$ cat src/rtl/fp_accum_seq.sv
// fp_accum_seq: sequences a vector stream through an external 8-bit FP/int adder and returns the sum
module fp_accum_seq #(
    parameter int LEN_W = 6
) (
    input  logic             clk,
    input  logic             rst,
    input  logic             start,
    input  logic [LEN_W-1:0] vec_len,
    input  logic             mode,
    input  logic [7:0]       in_data,
    input  logic             in_valid,
    output logic             in_ready,
    output logic [7:0]       add_a,
    output logic [7:0]       add_b,
    output logic             add_mode,
    input  logic [7:0]       add_res,
    output logic [7:0]       out_data,
    output logic             out_valid,
    input  logic             out_ready,
    output logic             busy
);
    typedef enum logic [1:0] {IDLE, ACC, DONE} state_t;
    state_t           state;
    logic [7:0]       acc;
    logic [LEN_W-1:0] cnt;
    logic [LEN_W-1:0] len_q;
    logic             mode_q;
    // adder operands: idle elements feed zero so the adder input is quiet between handshakes
    always_comb begin
        in_ready = state == ACC;
        busy     = state != IDLE;
        add_a    = acc;
        add_b    = (state == ACC && in_valid) ? in_data : 8'h00;
        add_mode = mode_q;
    end
    // run control: launch, accumulate one element per handshake, hold result until consumed
    always_ff @(posedge clk) begin
        if (rst) begin
            state     <= IDLE;
            acc       <= 8'h00;
            cnt       <= '0;
            len_q     <= '0;
            mode_q    <= 1'b0;
            out_data  <= 8'h00;
            out_valid <= 1'b0;
        end else begin
            case (state)
                IDLE: if (start) begin
                    if (vec_len != '0) begin
                        state  <= ACC;
                        len_q  <= vec_len;
                        mode_q <= mode;
                        acc    <= 8'h00;
                        cnt    <= '0;
                    end else begin
                        state     <= DONE;
                        out_data  <= 8'h00;
                        out_valid <= 1'b1;
                    end
                end
                ACC: if (in_valid) begin
                    acc <= add_res;
                    if (cnt == len_q - LEN_W'(1)) begin
                        out_data  <= add_res;
                        out_valid <= 1'b1;
                        state     <= DONE;
                    end else begin
                        cnt <= cnt + LEN_W'(1);
                    end
                end
                DONE: if (out_ready) begin
                    out_valid <= 1'b0;
                    state     <= IDLE;
                end
                default: state <= IDLE;
            endcase
        end
    end
endmodule

$ cat config.mk
export PLATFORM = sky130hd
export DESIGN_NAME = fp_accum_seq
export DESIGN_NICKNAME = d
export VERILOG_FILES = /design/src/rtl/fp_accum_seq.sv
export SDC_FILE = /design/constraint.sdc
export NUM_CORES = 1
export LEC_CHECK = 0
export CORE_ASPECT_RATIO = 0.8
export CORE_MARGIN = 5
export CORE_UTILIZATION = 30
export DETAILED_ROUTE_END_ITERATION = 7
export RECOVER_POWER = 50
export SYNTH_ARGS = -nofsm -noshare
export SYNTH_HDL_FRONTEND = slang
export SYNTH_SLANG_ARGS = --single-unit
export TNS_END_PERCENT = 30
$ cat constraint.sdc
create_clock -name clk -period 5.61 [get_ports clk]
set_input_delay 0.561 -clock clk [delete_from_list [all_inputs] [get_ports clk]]
set_output_delay 0.561 -clock clk [all_outputs]
set_load 0.03 [all_outputs]
==> flow_metrics.env <==
export IMPL_rsz0062_at_grt="false"
export IMPL_design_area_um2=2320
export IMPL_antenna_cells=0
export IMPL_period_minus_slack_ns=3.03
export IMPL_postPlaceCellArea_um2=2240
export IMPL_postCtsSetupRepairBufs=0
export IMPL_synth_edf_count=0
export IMPL_r2r_start="len_q[0]$_SDFFE_PP0P_"
export IMPL_power_switching_mw=0.158
export IMPL_antenna_found_initial=0
export IMPL_cap_violations=0
export IMPL_ys_warnings_count=0
export IMPL_die_height_um=76.1
export IMPL_min_path_type="reg2reg"
export IMPL_synth_main_ff_cell="dfxtp_1"
export IMPL_synth_cell_type_count=41
export IMPL_wire_per_inst_um=14.3
export IMPL_endpoint_kind="output pin"
export IMPL_dp_hpwl_um=3250
export IMPL_cp_startpoint="state[0]$_SDFFE_PP0P_"
export IMPL_htreeDepth=2
export IMPL_yosysSeqAreaShare=0.391
export IMPL_slowest_stage="clkdlybuf4s50_1"
export IMPL_crit_path_start_kind="register"
export IMPL_clockBufferDepth=2
export IMPL_grt_remaining_overflow=0
export IMPL_grtUsageTotal=0.126
export IMPL_slew_violations=0
export IMPL_status="finished clean"
export IMPL_layout_commonest_cell="clkdlybuf4s50_1"
export IMPL_io_pins=56
export IMPL_slowest_delay_ns=0.67
export IMPL_drt_total_wl_um=4420
export IMPL_path_max_fanout=15
export IMPL_num_vias=1548
export IMPL_fin_crit_sh=0.540
export IMPL_comb_power_share=0.191
export IMPL_gp_congestion=0.748
export IMPL_clockPowerShare=0.386
export IMPL_ctsHoldBuffers=0
export IMPL_multi_input_area_um2=911
export IMPL_worstPathRequired_ns=5.05
export IMPL_firstDrtPassIters=4
export IMPL_seq_power_share=0.423
export IMPL_nFillCells=553
export IMPL_hold_violations=0
export IMPL_die_w_um=92.7
export IMPL_p_per_area_nw_per_um2=248
export IMPL_setup_viol=0
export IMPL_syn_inst=190
export IMPL_finish_utilization=0.432
export IMPL_final_seq_area_um2=641
export IMPL_ir_drop_mv=0.146
export IMPL_grtUsageMet1=0.182
export IMPL_port_buffers=55
export IMPL_antenna_left=0
export IMPL_coreArea_um2=5380
export IMPL_skew_ns=0.00477
export IMPL_num_rows=24
export IMPL_final_cell_mix="clkdlybuf4s50_1, dfxtp_1, nor2_1, dlygate4sd3_1, a21oi_1"
export IMPL_worstHoldStart="add_a[2]$_SDFFE_PP0P_"
export IMPL_area_growth_pct=41.5
export IMPL_path_cells="nor2b_1 -> and3_1 -> clkdlybuf4s50_1"
export IMPL_numClockSinks=32
export IMPL_slew_headroom=0.385
export IMPL_grtUsageMet2=0.175
export IMPL_regToRegSetupSlack_ns=2.91
export IMPL_drive_above_1_share=0.0653
export IMPL_grt_pass1_wl_um=7130
export IMPL_clock_latency_ns=0.28
export IMPL_switching_share=0.275
export IMPL_worstMarginPinSlew_ns=0.921
export IMPL_p_int_mw=0.417
export IMPL_cts_resized_gates=0
export IMPL_dp_slack_ns=2.85
export IMPL_p_leak_nw=0.914
export IMPL_final_nets=274
export IMPL_cts_buffers=5
export IMPL_yosysTopAreaCellShare=0.391
export IMPL_die_area_um2=7060
export IMPL_initial_utilization=0.305
export IMPL_syn_nets=220
export IMPL_fmaxAchievable_mhz=330
export IMPL_cts_root_buffer="clkbuf_8"
export IMPL_cp_arrival_ns=2.47
export IMPL_setup_tns_ns=0
export IMPL_drt_iter0_markers=92
export IMPL_grt_util_met3=0.0454
export IMPL_ys_seq_elements=32
export IMPL_busiest_layer="met1"
export IMPL_grt_max_degree=34
export IMPL_synth_largest_area_cell="dfxtp_1"
export IMPL_vias_per_cell=4.99
export IMPL_setup_ws_ns=2.58
export IMPL_crit_type="reg2out"
export IMPL_path_buf_inv=1
export IMPL_async_flop_share=0
export IMPL_crit_family="simple AND/OR/NAND/NOR gates"
export IMPL_finalPower_mw=0.575
export IMPL_syn_avg_cell_area_um2=8.63
export IMPL_clk_pin_slew_ns=0.07
export IMPL_synth_area_leaders="dfxtp_1, a21oi_1, nor2_1"
export IMPL_cts_tree="built"
export IMPL_grt_pass1_vias=1425
export IMPL_drc=0
export IMPL_syn_area_um2=1640
[final timing paths]
path                            cells after the start                        to
worst max-delay path                                3                  add_b[2]
worst min-delay path                                2     add_a[2]$_SDFFE_PP0P_
worst max register to register                      8  out_data[3]$_SDFFE_PP0P_
worst min register to register                      2     add_a[2]$_SDFFE_PP0P_
[per-layer routing]
layer,routed length [um],vias up
li1,-,794
met1,2280,703
met2,1750,46
met3,343,5
met4,47,0
met5,0,-
[metrics by stage]
| stage | cells | hold slack, ns |
|---|---|---|
| 2_1_floorplan | 190 | 0.458 |
| 3_3_place_gp | 302 | 0.454 |
| 3_5_place_dp | 302 | 0.453 |
| 4_1_cts | 310 | 0.460 |
| 5_1_grt | 310 | 0.496 |
| 6_report | 310 | 0.454 |
[registers in the layout (all words and copies together) (netlist names)]
register and flops:
add_a 8, out_data 8, cnt 6, len_q 6, state 2, add_mode 1
out_valid 1
[synth_stat cells, drive strengths merged, types with 3 or more instances]
master  instances
dfxtp          32
nor2           20
a21oi          19
nand2          16
and3           10
nand3          10
a31oi           9
mux2i           7
a22oi           6
clkbuf          6
nand2b          6
xnor2           6
a32oi           4
buf             4
inv             4
nor3            4
or3             4
nor2b           3
[final cells by class]
class | count | area share
clock inverters | 3 | 0.0183
multi-input cells | 144 | 0.392
well taps | 65 | 0.0350
flip-flops and latches | 32 | 0.276
repair buffers | 57 | 0.242
inverters | 4 | 0.00647
clock buffers | 5 | 0.0296
[logic make-up (layout without fill, tap and decap cells)]
family	Yosys count	in the layout	share of synthesized area
AO/OA/AOI/OAI	47	47	0.202
flip-flops	32	32	0.391
AND/OR/NAND/NOR	81	81	0.272
XOR/XNOR	7	7	0.0374
multiplexers	7	7	0.0427
buffers and inverters	14	69	0.0397
adder cells (fa/ha/maj)	2	2	0.0153
[power by group through the flow]
stage	registers (mW)	clock network (mW)	logic, mW
final	0.244	0.222	0.110
after global routing	0.245	0.239	0.119
after CTS	0.244	0.228	0.116
after detailed placement	0.249	0	0.116
after global placement	0.249	0	0.115
after floorplan	0.251	0	0.0669
[worst reg2reg max path, cell delays in order (launching register included)]
cell	delay (ns)
dfxtp_1	0.44
inv_1	0.09
ha_1	0.24
nor2b_1	0.14
or3_2	0.44
a31oi_1	0.41
and3_1	0.52
a32oi_1	0.18
a21oi_1	0.17
Note: power is estimated with default switching activity, not from simulation.
